<file path="config.mk">
export PLATFORM = sky130hd
export DESIGN_NAME = mem_request_unit
export DESIGN_NICKNAME = d
export VERILOG_FILES = /design/src/rtl/mem_request_unit.sv
export SDC_FILE = /design/constraint.sdc
export NUM_CORES = 1
export LEC_CHECK = 0
export CORE_ASPECT_RATIO = 1.75
export CORE_MARGIN = 5
export CORE_UTILIZATION = 35
export DETAILED_ROUTE_END_ITERATION = 8
export HOLD_SLACK_MARGIN = 0.06
export PLACE_DENSITY = 0.61
export SYNTH_ARGS = -nofsm -noshare
export SYNTH_HDL_FRONTEND = slang
export SYNTH_SLANG_ARGS = --single-unit
</file>
<file path="constraint.sdc">
create_clock -name i_clk -period 6.1 [get_ports i_clk]
set_input_delay 1.525 -clock i_clk [delete_from_list [all_inputs] [get_ports i_clk]]
set_output_delay 1.525 -clock i_clk [all_outputs]
set_load 0.005 [all_outputs]
</file>
<file path="src/rtl/mem_request_unit.sv">
// Load/store initiator: effective address, alignment/range check, byte/half RMW and load lane extraction.
// Latency from accept: error 1, word store 2, load 3, sub-word store 4 cycles; response held until i_rsp_ready.
module mem_request_unit #(
  parameter int ADDR_LIMIT = 1024
) (
  input  logic        i_clk,
  input  logic        i_rst_n,
  input  logic        i_req_valid,
  output logic        o_req_ready,
  input  logic        i_req_is_store,
  input  logic [1:0]  i_req_size,
  input  logic        i_req_unsigned,
  input  logic [31:0] i_req_base,
  input  logic [31:0] i_req_offset,
  input  logic [31:0] i_req_wdata,
  input  logic [4:0]  i_req_tag,
  output logic        o_rsp_valid,
  input  logic        i_rsp_ready,
  output logic [31:0] o_rsp_data,
  output logic [4:0]  o_rsp_tag,
  output logic        o_rsp_err,
  output logic [31:0] o_mem_addr,
  output logic [31:0] o_mem_wdata,
  output logic        o_mem_we,
  output logic        o_mem_re,
  input  logic [31:0] i_mem_rdata
);

  typedef enum logic [2:0] {S_IDLE, S_READ, S_MERGE, S_WRITE, S_RESP} state_t;

  typedef struct packed {
    logic        is_store;
    logic [1:0]  size;
    logic        is_unsigned;
    logic [1:0]  lane;
    logic [15:0] wdata_lo;
  } req_t;

  localparam logic [31:0] LAST_WORD = 32'(ADDR_LIMIT - 4);

  state_t      r_state;
  state_t      w_state_nxt;
  req_t        r_req;
  logic [31:0] r_rsp_data;
  logic [4:0]  r_rsp_tag;
  logic        r_rsp_err;
  logic [31:0] r_mem_addr;
  logic [31:0] r_mem_wdata;

  logic [31:0] w_ea;
  logic [31:0] w_aligned;
  logic        w_err;
  logic        w_accept;
  logic        w_word_store;
  logic [31:0] w_shifted;
  logic [31:0] w_load;
  logic [31:0] w_merged;

  assign w_ea         = i_req_base + i_req_offset;
  assign w_aligned    = {w_ea[31:2], 2'b00};
  assign w_accept     = (r_state == S_IDLE) && i_req_valid;
  assign w_word_store = i_req_is_store && (i_req_size == 2'd2);

  always_comb begin
    w_err = 1'b0;
    if (i_req_size == 2'd3) w_err = 1'b1;
    if (i_req_size == 2'd1 && w_ea[0]) w_err = 1'b1;
    if (i_req_size == 2'd2 && w_ea[1:0] != 2'b00) w_err = 1'b1;
    if (w_aligned > LAST_WORD) w_err = 1'b1;
  end

  // Lane extraction for loads and lane replacement for sub-word stores, both from the captured word.
  assign w_shifted = i_mem_rdata >> {r_req.lane, 3'b000};

  always_comb begin
    w_load = i_mem_rdata;
    case (r_req.size)
      2'd0:    w_load = {{24{~r_req.is_unsigned & w_shifted[7]}}, w_shifted[7:0]};
      2'd1:    w_load = {{16{~r_req.is_unsigned & w_shifted[15]}}, w_shifted[15:0]};
      default: w_load = i_mem_rdata;
    endcase
  end

  always_comb begin
    w_merged = i_mem_rdata;
    if (r_req.size == 2'd0) w_merged[{r_req.lane, 3'b000} +: 8] = r_req.wdata_lo[7:0];
    else                    w_merged[{r_req.lane[1], 4'b0000} +: 16] = r_req.wdata_lo;
  end

  always_comb begin
    w_state_nxt = r_state;
    case (r_state)
      S_IDLE: begin
        if (i_req_valid) begin
          if (w_err)             w_state_nxt = S_RESP;
          else if (w_word_store) w_state_nxt = S_WRITE;
          else                   w_state_nxt = S_READ;
        end
      end
      S_READ:  w_state_nxt = S_MERGE;
      S_MERGE: w_state_nxt = r_req.is_store ? S_WRITE : S_RESP;
      S_WRITE: w_state_nxt = S_RESP;
      S_RESP:  if (i_rsp_ready) w_state_nxt = S_IDLE;
      default: w_state_nxt = S_IDLE;
    endcase
  end

  always_ff @(posedge i_clk) begin
    if (!i_rst_n) begin
      r_state     <= S_IDLE;
      r_req       <= '0;
      r_rsp_data  <= '0;
      r_rsp_tag   <= '0;
      r_rsp_err   <= 1'b0;
      r_mem_addr  <= '0;
      r_mem_wdata <= '0;
    end else begin
      r_state <= w_state_nxt;
      if (w_accept) begin
        r_req.is_store    <= i_req_is_store;
        r_req.size        <= i_req_size;
        r_req.is_unsigned <= i_req_unsigned;
        r_req.lane        <= w_ea[1:0];
        r_req.wdata_lo    <= i_req_wdata[15:0];
        r_rsp_tag         <= i_req_tag;
        r_rsp_err         <= w_err;
        r_rsp_data        <= '0;
        // Error requests leave the memory-side address/data untouched.
        if (!w_err) begin
          r_mem_addr <= w_aligned;
          if (w_word_store) r_mem_wdata <= i_req_wdata;
        end
      end
      if (r_state == S_MERGE) begin
        if (r_req.is_store) r_mem_wdata <= w_merged;
        else                r_rsp_data  <= w_load;
      end
    end
  end

  // Outputs are forced low while reset is asserted so no strobe can escape in the reset cycle.
  assign o_req_ready = i_rst_n && (r_state == S_IDLE);
  assign o_rsp_valid = i_rst_n && (r_state == S_RESP);
  assign o_mem_re    = i_rst_n && (r_state == S_READ);
  assign o_mem_we    = i_rst_n && (r_state == S_WRITE);
  assign o_rsp_data  = i_rst_n ? r_rsp_data  : '0;
  assign o_rsp_tag   = i_rst_n ? r_rsp_tag   : '0;
  assign o_rsp_err   = i_rst_n ? r_rsp_err   : 1'b0;
  assign o_mem_addr  = i_rst_n ? r_mem_addr  : '0;
  assign o_mem_wdata = i_rst_n ? r_mem_wdata : '0;

endmodule

</file>
* Word-level counts from Yosys, hierarchy flattened
Cells that the tools add are included.
** Storage, ports and cells
- Flip-flop bits (word level) :: 125
- Output and inout port bits :: 106
- Word-level logic and storage cells :: 74
** Operators by class
- Add/sub/neg operators :: 3
- $lt $le $gt $ge :: 1
- Equality and inequality tests :: 10
- Shift-type cells :: 5
- Multiplexer cells :: 27
- Bitwise logic cells :: 4
- Reductions and logical operators :: 13
** Operators by type and width (number)
- 32-bit 2-to-1 mux :: 12
- 32-bit bitwise mux :: 2
- 32-bit one-hot mux with 2 select lines :: 1
- 32-bit adder :: 1
- 32-bit by 10-bit greater-than comparator with 1-bit output (second input constant) :: 1
- 16-bit by 7-bit variable shift with 32-bit output (first input constant) :: 1
- 8-bit by 7-bit variable shift with 32-bit output (first input constant) :: 1
- 16-bit by 7-bit indexed part select with 32-bit output :: 1
- 8-bit by 7-bit indexed part select with 32-bit output :: 1
- 32-bit by 5-bit >> shifter with 16-bit output :: 1
- 3-bit one-hot mux with 5 select lines :: 1
- 5-bit negator with 7-bit output :: 2
- 3-bit 2-to-1 mux :: 4
- 1-bit logical AND :: 8
- 3-bit by 2-bit == test with 1-bit output (second input constant) :: 2
- 1-bit 2-to-1 mux :: 5
- 5-bit 2-to-1 mux :: 1
- 2-bit by 1-bit == test with 1-bit output (second input constant) :: 2
- 2-bit == test (second input constant) :: 2
- 2-bit inequality test (second input constant) :: 2
- 2-bit AND reduction :: 2
- 3-bit by 1-bit == test with 1-bit output (second input constant) :: 1
- 3-bit == test (second input constant) :: 1
- 3-bit zero test :: 1
- 5 further kinds :: 7

* Depth between registers and ports, before layout
Gate-level depths: netlist of the first run.
- Word-level depth :: 9
- Mapped depth :: 14

* Least setup slack after synthesis of the first run
Ideal clock, no wire load.
- Path kind :: input-to-reg
- Start point :: input i_req_base[0]
- End point :: register r_mem_addr[6]
- Setup time :: 0.121 ns
- Data arrival time :: 4.661 ns
- Path slack :: 1.319 ns
- Cell stages on the path :: 13
- Cells stage by stage :: ha_1 fa_1 a21o_1 a221oi_4 nor4_1 or4_4 a21oi_2 xor2_1 nand4_1 nor2_1 and3_1 buf_2 mux2_2
** On the way
- Longest elaborated chain between the ends :: 7
** Ends and longest elaborated chain
- start, declared :: RTL line 13 : input logic [31:0] i_req_base,
- 32-bit adder * :: RTL line 59 : assign w_ea = i_req_base + i_req_offset;
- parallel branches: the longest is 6 deep, another holds 32-bit by 10-bit greater-than comparator with 1-bit output
- end signal, assigned :: RTL line 130 : r_mem_addr <= w_aligned;
- end, declared :: RTL line 47 : logic [31:0] r_mem_addr;
Mark *: on every way between the ends.
A chain may end at the register's enable or synchronous reset.

* Final worst setup path of the first run
- Start point :: input i_req_base[23]
- End point :: register r_mem_addr[8]
** On the way
- Longest elaborated chain between the ends :: 5
** Ends and longest elaborated chain
- 32-bit adder :: RTL line 59
- 32-bit by 10-bit greater-than comparator with 1-bit output :: RTL line 69 : if (w_aligned > LAST_WORD) w_err = 1'b1;
- 1-bit 2-to-1 mux :: RTL line 69
- 1-bit NOT (no source line)
- 2-bit AND reduction (no source line)
No other way between the ends.

==> summary.md, run 1 <==
| Metric | Value |
|---|---|
| Power per cell area | 209 mW/mm^2 |
| Clk buf depth | 2 |
| IO Pins | 247 |
| CP endpoint kind | flip-flop |
| Vias post-DR | 8,889 |
| Die W | 126 um |
| Vias in the first global route | 8,603 |
| Slowest stage delay, CP | 0.61 ns |
| DRT iter0 DRCs | 640 |
| CP Cell Sequence | clkdlybuf4s50_1 > ha_1 > nand2_1 > nor4_1 > nand2_1 > a41oi_1 > a211oi_1 > xnor2_1 > nand4_1 > nor2_1 > and3_1 > buf_4 > mux2i_1 |
| Max VDD drop | 190 uV |
| Worst setup SP type | primary input |
| Unrepaired setup endpoints after global routing | no |
| Antenna violations before repair | 0 |
| First-pass GRT wire length | 48.6 mm |
| CTS Buf Count | 17 |
| Slowest cell on crit path | nor4_1 |
| Post-Layout Cell Count | 1,601 |
| Routed Antenna Nets | 0 |
| Largest net degree at the start of global routing | 91 |
| Post CTS Setup Buffer Count | 0 |
| Pins Over Slew Limit | 0 |
| Syn_area_per_cell | 7.53 um^2 |
| Nets | 1,464 |
| Total chip power | 2390 uW |
| Worst Path Buf+Inv | 2 |
| Starting Density | 35.3% |
| Arr. time, crit path | 5.70 ns |
| Clock transition at the registers of the reported paths | 0.05 ns |
| Static Leakage | 0.00439 uW |
| Fin. Hold Viols | 0 |
| Via-to-Cell Ratio | 5.55 |
| Die area | 0.0268 mm^2 |
| Mapped Cells | 1,094 |
| Clk Latency, worst-skew pair | 0.42 ns |
| Rows | 74 |
| Yosys top cell by area | dfxtp_1 |
| Worst path top cell family by delay | simple AND/OR/NAND/NOR gates |
| Kind of critical path | primary input to flip-flop |
| Overflow after GRT | 0 |
| WP data required | 6.45 ns |
| Post-CTS Resized | 0 |
| Max_cap viols | 0 |
| Final WL | 32.1 mm |
| Clock skew | 0.00565 ns |
| Hold-fix buffer count after cts | 0 |
| Placed Instances | 1,571 |
| Post-synth top flop | dfxtp_1 |
| Area contributors post-synth | dfxtp_1 30%, a21oi_1 8.9%, and2_1 7.4% |
| H-tree depth | 4 |
| Synth top area share | 30.4% |
| Area grow syn2layout | 38.9% |
| Final setup fails | 0 |
| GR Util All Layers | 23.1% |
| Period utilisation layout | 87.8% |
| DP Wirelength | 25.0 mm |
| Share of post-route cells with drive strength above 1 | 4.55% |
| Tightest Hold Check Type | flip-flop to flip-flop |
| Rel. slew slack | 23.8% |
| DR DRC count | 0 |
| Gpl congestion | 1.06 |
| CP Max Fanout | 25 |
| Worst Tran Pin Value | 1.14 ns |
| Setup TNS | 0 ns |
| CTS tree | yes |
| Ant. Diodes | 0 |
| Drt pass-1 iters | 5 |
| Drt wl/cell | 20.1 um |
| CP most frequent cell | nand2_1 |
| Die Ht | 213 um |
| IO buf count | 244 |
| Status | finished clean |
| Cell Area, Synth | 0.00824 mm^2 |
| Register area share after synthesis | 30.4% |
| Clock Sinks | 125 |
| F_max | 187 MHz |
| Total core area | 0.0233 mm^2 |
| Number of synthesized register bits | 125 |
| CTS root buf | clkbuf_16 |
| Syn. warnings | 0 |
| Fillers | 2,372 |
| Library cells used by synthesis | 64 |
| Final Critical Period | 5.35 ns |
| Async set or reset register ratio after synthesis | 0% |
| EDFF count, synth | 0 |
==> power breakdown <==
| part | leakage (uW) | internal (uW) | switching (uW) | total (uW) |
|---|---|---|---|---|
| registers | 0.00101 | 829 | 26.4 | 856 |
| logic | 0.00309 | 216 | 289 | 505 |
| clock network | 0.000295 | 666 | 364 | 1030 |
| total | 0.00439 | 1710 | 680 | 2390 |
==> layout make-up <==
cell class	instances	area [um^2]	share of cell area, %
clock buffer	22	474	4.14
inverter	19	71.3	0.623
clock inverter	8	115	1.01
sequential	125	2500	21.9
multi-input combinational	868	5360	46.8
tap	304	380	3.32
timing repair buffer	255	2540	22.2
==> placed cells by master, fill, tap and decap left out, drive strengths merged, types with 16 or more instances in the layout <==
cell	synthesis	layout
clkdlybuf4s50	0	243
nor2	61	61
inv	18	18
a211oi	19	19
nor2b	25	25
nor3	38	38
and2	98	98
and3	21	21
nand2	148	148
a221o	32	32
clkbuf	70	22
mux2i	16	16
nor3b	19	19
o21ai	44	44
nor4	26	26
a21oi	147	147
ha	36	36
dfxtp	125	125
==> worst register-to-register path: stages (launching register included) <==
cell and delay (ns):
dfxtp_1 1.07, nor2_1 0.36, nor2_1 0.72, a21oi_1 0.36
a221o_1 0.39, a21oi_1 0.16, nor4_1 0.07
==> stage by stage <==
step | cell area [um^2] | worst slack (ns) | hold slack [ns] | util (%)
2_1_floorplan | 8250 | 1.32 | 0.432 | -
3_3_place_gp | 10900 | 0.418 | 0.438 | 46.5
3_5_place_dp | 10900 | 0.343 | 0.445 | 46.5
4_1_cts | 11400 | 0.790 | 0.452 | 49.1
5_1_grt | 11400 | 0.551 | 0.469 | 49.1
6_report | 11400 | 0.745 | 0.451 | 49.1
==> logic make-up (layout without fill, tap and decap cells) <==
family | Yosys count | count (layout) | synth area share [%]
and+or+nand+nor | 473 | 473 | 29.5
AOI/OAI and AO/OA | 317 | 317 | 24.7
DFF | 125 | 125 | 30.4
buffers and inverters | 102 | 304 | 5.01
adders and majority gates | 37 | 37 | 5.71
muxes | 20 | 20 | 2.63
xor gates and xnor gates | 19 | 19 | 2.02
other | 1 | 2 | 0.0455
==> sequential cells by signal (all words and copies together), names as in the netlist <==
name and count:
r_mem_wdata 32, r_rsp_data 32, r_mem_addr 30, r_req 22
r_rsp_tag 5, r_state 3, r_rsp_err 1
==> final timing paths <==
path / start / to / slack (ns) / depth (start not counted)
setup / recovery: i_req_base[23] / r_mem_addr[8] / 0.75 / 13
hold / removal: r_rsp_tag[4] / r_rsp_tag[4] / 0.45 / 2
setup reg to reg: r_req[20] / r_mem_wdata[13] / 2.82 / 6
hold reg to reg: r_rsp_tag[4] / r_rsp_tag[4] / 0.45 / 2
==> cells in the mapped netlist (21+ instances only) <==
cell	instances
and3_1	21
o21ai_0	44
nor3_1	38
clkbuf_1	70
nand2_1	148
a21oi_1	146
dfxtp_1	125
ha_1	36
nor2b_1	25
nor4_1	25
and2_1	98
a221o_1	32
nor2_1	61
==> layer usage <==
| layer | global-route usage [%] | share of wire (%) | vias up | routed length [um] |
|---|---|---|---|---|
| met5 | 0 | 0 | - | 0 |
| met4 | 12.9 | 5.1 | 0 | 1630 |
| met3 | 4.13 | 5.0 | 76 | 1600 |
| met2 | 45.7 | 56 | 325 | 17900 |
| met1 | 22.1 | 34 | 4168 | 11000 |
| li1 | - | - | 4320 | - |
(Power assumes the default switching activity.)
==> run 2: changes to the inputs <==
--- a/config.mk
+++ b/config.mk
@@ -8,6 +8,7 @@
 export CORE_ASPECT_RATIO = 1.75
 export CORE_MARGIN = 5
 export CORE_UTILIZATION = 35
+export CTS_BUF_LIST = sky130_fd_sc_hd__clkbuf_4 sky130_fd_sc_hd__clkbuf_8
 export DETAILED_ROUTE_END_ITERATION = 8
 export HOLD_SLACK_MARGIN = 0.06
 export PLACE_DENSITY = 0.61
==> run 2 against run 1 <==
Sequential cell count did not move. Design area fell by 1.6%. Global-route usage fell by 0.12 points. Total power fell by 11%. First-iteration DRC count fell by 6.3%. Largest cell class unchanged.
==> summary.md, run 2 (synthesized netlist as in run 1, its figures left out) <==
| Metric | Value |
|---|---|
| Status | finished clean (unchanged) |
| Nets | 1,464 (unchanged) |
| DP Wirelength | 25.0 mm (unchanged) |
| Tightest Hold Check Type | flip-flop to flip-flop (unchanged) |
| Static Leakage | 0.00431 uW (was 0.00439 uW) |
| Rows | 74 (unchanged) |
| Largest net degree at the start of global routing | 91 (unchanged) |
| Vias in the first global route | 8,534 (was 8,603) |
| F_max | 188 MHz (was 187 MHz) |
| IO buf count | 244 (unchanged) |
| CTS root buf | clkbuf_8 (was clkbuf_16) |
| WP data required | 6.48 ns (was 6.45 ns) |
| Hold-fix buffer count after cts | 0 (unchanged) |
| Antenna violations before repair | 0 (unchanged) |
| End of the worst register-to-register path | r_mem_wdata[13] (unchanged) |
| Hold path depth | 2 (unchanged) |
| CTS Buf Count | 17 (unchanged) |
| DRT iter0 DRCs | 600 (was 640) |
| Gpl congestion | 1.06 (unchanged) |
| Share of post-route cells with drive strength above 1 | 4.70% (was 4.55%) |
| Unrepaired setup endpoints after global routing | no (unchanged) |
| First-pass GRT wire length | 48.4 mm (was 48.6 mm) |
| Area grow syn2layout | 36.7% (was 38.9%) |
| Setup TNS | 0 ns (unchanged) |
| Total core area | 0.0233 mm^2 (unchanged) |
| Drt pass-1 iters | 5 (unchanged) |
| Max VDD drop | 142 uV (was 190 uV) |
| Hold Crit Start | r_rsp_tag[4] (unchanged) |
| Most frequent cells in the layout | 243 x clkdlybuf4s50_1, 148 x nand2_1, 146 x a21oi_1 (unchanged) |
| CP endpoint kind | flip-flop (unchanged) |
| Worst Tran Pin Value | 1.12 ns (was 1.14 ns) |
| WHS Endpoint | r_rsp_tag[4] (unchanged) |
| Arr. time, crit path | 5.69 ns (was 5.70 ns) |
| Period utilisation layout | 87.0% (was 87.8%) |
| Via-to-Cell Ratio | 5.55 (about the same) |
| Worst r2r src | r_req[20] (unchanged) |
| Die Ht | 213 um (unchanged) |
| Worst setup SP type | primary input (unchanged) |
| Clock Sinks | 125 (unchanged) |
| Die area | 0.0268 mm^2 (unchanged) |
| R2r worst-path depth | 6 (unchanged) |
| CTS tree | yes (unchanged) |
| Post-CTS Resized | 0 (unchanged) |
| Fin. Hold Viols | 0 (unchanged) |
| Layout Utilization | 48.3% (was 49.1%) |
| Rel. slew slack | 25.1% (was 23.8%) |
| Post CTS Setup Buffer Count | 0 (unchanged) |
| CP Max Fanout | 25 (unchanged) |
| Clock skew | 0.00873 ns (was 0.00565 ns) |
| Routed Antenna Nets | 0 (unchanged) |
| Kind of critical path | primary input to flip-flop (unchanged) |
| Clk Latency, worst-skew pair | 0.46 ns (was 0.42 ns) |
| Most common cell after layout, fill and taps aside | clkdlybuf4s50_1 (unchanged) |
| Overflow after GRT | 0 (unchanged) |
| Reg2reg setup slack | 2.82 ns (about the same) |
| Final setup fails | 0 (unchanged) |
| DR DRC count | 0 (unchanged) |
| Max_cap viols | 0 (unchanged) |
| Clk buf depth | 2 (unchanged) |
| Placed Instances | 1,571 (unchanged) |
| Die W | 126 um (unchanged) |
| Power per cell area | 189 mW/mm^2 (was 209 mW/mm^2) |
| Final WL | 32.1 mm (about the same) |
| Starting Density | 35.3% (unchanged) |
| Post-Layout Cell Count | 1,601 (unchanged) |
| H-tree depth | 4 (unchanged) |
| Regs by FF count | r_mem_wdata (32), r_rsp_data (32), r_mem_addr (30) (unchanged) |
| Pins Over Slew Limit | 0 (unchanged) |
| IO Pins | 247 (unchanged) |
| GR Util All Layers | 23.0% (was 23.1%) |
| Final Critical Period | 5.31 ns (was 5.35 ns) |
| Drt wl/cell | 20.1 um (about the same) |
| Vias post-DR | 8,878 (was 8,889) |
| Ant. Diodes | 0 (unchanged) |
| Clock transition at the registers of the reported paths | 0.07 ns (was 0.05 ns) |
run 2: cell counts in the layout (fill, tap and decap cells not counted):
Identical to the previous run, type by type.
run 2: critical path, cell delays in order:
cell and delay [ns]:
clkdlybuf4s50_1 0.41, ha_1 0.41, nand2_1 0.14, nor4_1 0.61
nand2_1 0.15, a41oi_1 0.46, a211oi_1 0.11, xnor2_1 0.43
nand4_1 0.28, nor2_1 0.29, and3_1 0.34, buf_4 0.32
mux2i_1 0.22
run 2: worst max path at each step:
stage	start	end	slack [ns]	depth (start not counted)
after floorplan	i_req_base[0]	r_mem_addr[6]	1.32	13
after global placement	i_req_base[21]	r_mem_addr[8]	0.42	13
after detailed placement	i_req_base[23]	r_mem_addr[7]	0.34	13
after CTS	i_req_base[23]	r_mem_addr[7]	0.83	13
after global routing	i_req_base[25]	r_mem_addr[7]	0.60	13
final	i_req_base[23]	r_mem_addr[7]	0.79	13
run 2: per-layer routing:
| layer | vias up | part of all wire [%] | track usage (%) |
|---|---|---|---|
| met2 | 327 | 55 | 45.3 |
| met4 | 0 | 5.1 | 12.7 |
| met1 | 4155 | 34 | 22.1 |
| li1 | 4317 | - | - |
| met3 | 79 | 5.3 | 4.41 |
| met5 | - | 0 | 0 |
run 2: power by group:
group          switching (uW)  leakage, uW  internal (uW)
clock                     327     0.000215            438
combinational             290      0.00309            216
sequential               26.2      0.00101            828
total                     643      0.00431           1480
run 2: per-stage QoR:
stage	cell area, um^2	worst slack [ns]	total power [uW]	hold WS (ns)
detailed placement	10900	0.343	1370	0.445
global route	11300	0.599	2210	0.472
global placement	10900	0.418	1370	0.438
finish	11300	0.792	2120	0.454
floorplan	8250	1.32	1150	0.432
CTS	11300	0.828	2140	0.454
run 2: cell type report:
class / count / area (um^2)
clock buffer: 22 / 290
clock inverter: 8 / 115
fill: 2395 / 12100
inverter: 19 / 71.3
multi-input combinational: 868 / 5360
sequential: 125 / 2500
tap: 304 / 380
timing repair buffer: 255 / 2540
==> run 3: changes to the inputs <==
--- a/config.mk
+++ b/config.mk
@@ -10,8 +10,10 @@
 export CORE_UTILIZATION = 35
 export CTS_BUF_LIST = sky130_fd_sc_hd__clkbuf_4 sky130_fd_sc_hd__clkbuf_8
 export DETAILED_ROUTE_END_ITERATION = 8
+export DONT_BUFFER_PORTS = 1
 export HOLD_SLACK_MARGIN = 0.06
-export PLACE_DENSITY = 0.61
+export PLACE_DENSITY = 0.48
+export SKIP_CTS_REPAIR_TIMING = 1
 export SYNTH_ARGS = -nofsm -noshare
 export SYNTH_HDL_FRONTEND = slang
 export SYNTH_SLANG_ARGS = --single-unit
==> run 3 against run 2 <==
Non-clock buffer count shrank 244. Critical path type unchanged. Critical endpoint is now r_mem_addr[6]. Routed wire length down 6.0%. Combinational power decreased by 24%. Via count decreased by 11%. Critical path depth down 1. First-iteration DRC count is 7.2% lower. Hold slack improved by 0.00050 ns.
==> summary.md, run 3 (synthesized netlist as in run 1, its figures left out) <==
| Metric | Value |
|---|---|
| Period utilisation layout | 80.3% (was 87.0%) |
| CP Cell Sequence | ha_1 > fa_1 > a21o_1 > a221oi_4 > nor4_1 > or4_4 > a21oi_2 > xor2_1 > nand4_1 > nor2_1 > and3_1 > mux2_2 (was clkdlybuf4s50_1 > ha_1 > nand2_1 > nor4_1 > nand2_1 > a41oi_1 > a211oi_1 > xnor2_1 > nand4_1 > nor2_1 > and3_1 > buf_4 > mux2i_1) |
| Ant. Diodes | 0 (unchanged) |
| Clock power frac | 38.5% (was 36.0%) |
| Pins Over Slew Limit | 0 (unchanged) |
| First-pass GRT wire length | 45.0 mm (was 48.4 mm) |
| DRT iter0 DRCs | 557 (was 600) |
| Worst r2r src | r_req[17] (was r_req[20]) |
| CTS tree | yes (unchanged) |
| Status | finished clean (unchanged) |
| Worst Tran Pin Value | 1.14 ns (was 1.12 ns) |
| Gate power share | 19.2% (was 23.8%) |
| Multi-input gate area | 0.00536 mm^2 (unchanged) |
| CTS Buf Count | 17 (unchanged) |
| Via-to-Cell Ratio | 5.78 (was 5.55) |
| Die area | 0.0268 mm^2 (unchanged) |
| Arr. time, crit path | 5.26 ns (was 5.69 ns) |
| Reg2reg setup slack | 3.11 ns (was 2.82 ns) |
| Largest net degree at the start of global routing | 126 (was 91) |
| Gpl congestion | 0.910 (was 1.06) |
| IO Pins | 247 (unchanged) |
| Internal power | 1340 uW (was 1480 uW) |
| Rel. slew slack | 24.1% (was 25.1%) |
| Final setup fails | 0 (unchanged) |
| Drt pass-1 iters | 6 (was 5) |
| Psw | 664 uW (was 643 uW) |
| Total core area | 0.0233 mm^2 (unchanged) |
| Hold Crit Start | r_rsp_tag[0] (was r_rsp_tag[4]) |
| Drt wl/cell | 22.2 um (was 20.1 um) |
| Vias in the first global route | 7,596 (was 8,534) |
| Max_cap viols | 0 (unchanged) |
| Static Leakage | 0.00340 uW (was 0.00431 uW) |
| Clock transition at the registers of the reported paths | 0.08 ns (was 0.07 ns) |
| Register area | 0.00250 mm^2 (unchanged) |
| CP endpoint kind | flip-flop (unchanged) |
| Most common cell after layout, fill and taps aside | nand2_1 (was clkdlybuf4s50_1) |
| Starting Density | 35.3% (unchanged) |
| WHS Endpoint | r_rsp_tag[0] (was r_rsp_tag[4]) |
| H-tree depth | 4 (unchanged) |
| Slowest cell on crit path | or4_4 (was nor4_1) |
| Hold path depth | 2 (unchanged) |
| GR Util All Layers | 21.5% (was 23.0%) |
| Share of post-route cells with drive strength above 1 | 5.88% (was 4.70%) |
| Fillers | 2,527 (was 2,395) |
| Routed Antenna Nets | 0 (unchanged) |
| Worst setup SP type | primary input (unchanged) |
| Vias post-DR | 7,859 (was 8,878) |
| F_max | 204 MHz (was 188 MHz) |
| End of the worst register-to-register path | r_mem_wdata[25] (was r_mem_wdata[13]) |
| Fin. Hold Viols | 0 (unchanged) |
| Setup TNS | 0 ns (unchanged) |
| DR DRC count | 0 (unchanged) |
| Rows | 74 (unchanged) |
| CP Max Fanout | 8 (was 25) |
| Final Critical Period | 4.90 ns (was 5.31 ns) |
| Area grow syn2layout | 7.16% (was 36.7%) |
| Clock skew | 0.00695 ns (was 0.00873 ns) |
| Clock Sinks | 125 (unchanged) |
| Final WL | 30.2 mm (was 32.1 mm) |
| IO buf count | 0 (was 244) |
| Kind of critical path | primary input to flip-flop (unchanged) |
| Sequential share of power | 42.2% (was 40.2%) |
| WP data required | 6.46 ns (was 6.48 ns) |
| Worst hold margin | 0.455 ns (was 0.454 ns) |
| Slowest stage delay, CP | 0.58 ns (was 0.61 ns) |
| Power per cell area | 227 mW/mm^2 (was 189 mW/mm^2) |
| Nets | 1,220 (was 1,464) |
| R2r worst-path depth | 6 (unchanged) |
| Net Sw Frac | 33.2% (was 30.3%) |
| Die Ht | 213 um (unchanged) |
| Clk Latency, worst-skew pair | 0.46 ns (about the same) |
| Die W | 126 um (unchanged) |
| Clk buf depth | 2 (unchanged) |
| Regs by FF count | r_mem_wdata (32), r_rsp_data (32), r_mem_addr (30) (unchanged) |
| Tightest Hold Check Type | flip-flop to flip-flop (unchanged) |
| DP Wirelength | 23.3 mm (was 25.0 mm) |
| Overflow after GRT | 0 (unchanged) |
| CTS root buf | clkbuf_8 (unchanged) |
| Antenna violations before repair | 0 (unchanged) |
| Unrepaired setup endpoints after global routing | no (unchanged) |
| Max VDD drop | 120 uV (was 142 uV) |
| Most frequent cells in the layout | 148 x nand2_1, 146 x a21oi_1, 125 x dfxtp_1 (was 243 x clkdlybuf4s50_1, 148 x nand2_1, 146 x a21oi_1) |
## run 3: changes by cell type in the layout (fill, tap and decap cells not counted), sizes merged
| cell | delta |
|---|---|
| bufinv | -1 |
| inv | +8 |
| buf | -1 |
| clkbuf | -5 |
| clkdlybuf4s50 | -243 |
| clkinv | -1 |
| clkinvlp | +1 |
## run 3: layout make-up
| class | count | share of cell area [%] |
|---|---|---|
| clock buffer | 17 | 2.65 |
| clock inverter | 15 | 2.01 |
| inverter | 19 | 0.807 |
| multi-input combinational | 868 | 60.7 |
| sequential | 125 | 28.3 |
| tap | 304 | 4.31 |
| timing repair buffer | 11 | 1.22 |
## run 3: power groups by stage
| stage | combinational [uW] | sequential (uW) | clock, uW |
|---|---|---|---|
| 5_1_grt | 423 | 848 | 835 |
| 2_1_floorplan | 293 | 854 | 0 |
| 4_1_cts | 383 | 846 | 799 |
| 6_report | 385 | 846 | 772 |
| 3_3_place_gp | 383 | 865 | 0 |
| 3_5_place_dp | 381 | 865 | 0 |
## run 3: worst max-delay path, delay by kind of cell
family	cells	cell delay, ns
XOR/XNOR	1	0.19
AO/OA/AOI/OAI	3	0.77
AND/OR/NAND/NOR	5	1.76
adder cells (fa/ha/maj)	2	0.62
multiplexers	1	0.38
## run 3: how the worst max path moves through the flow
stage,startpoint,endpoint,depth (start not counted),slack (ns)
floorplan,i_req_base[0],r_mem_addr[6],13,1.32
global placement,i_req_base[0],r_mem_addr[6],12,0.77
detailed placement,i_req_base[0],r_mem_addr[9],12,0.73
CTS,i_req_base[0],r_mem_addr[6],12,1.23
global route,i_req_base[0],r_mem_addr[8],13,1.01
finish,i_req_base[0],r_mem_addr[6],12,1.20
## run 3: through the flow
stage	instance area (um^2)	power [uW]	setup WS [ns]	utilization, %	instances
3_5_place_dp	8420	1250	0.731	36.1	1327
6_report	8830	2000	1.20	37.9	1359
4_1_cts	8830	2030	1.23	37.9	1359
2_1_floorplan	8250	1150	1.32	-	1095
3_3_place_gp	8420	1250	0.771	36.1	1327
5_1_grt	8830	2110	1.01	37.9	1359
## run 3: layer usage
layer | wire, um | global-route usage (%) | up-vias | part of all wire, %
li1 | - | - | 3838 | -
met1 | 10800 | 21.8 | 3683 | 36
met2 | 16100 | 40.3 | 276 | 53
met3 | 1720 | 4.98 | 62 | 5.7
met4 | 1540 | 11.8 | 0 | 5.1
met5 | 0 | 0 | - | 0
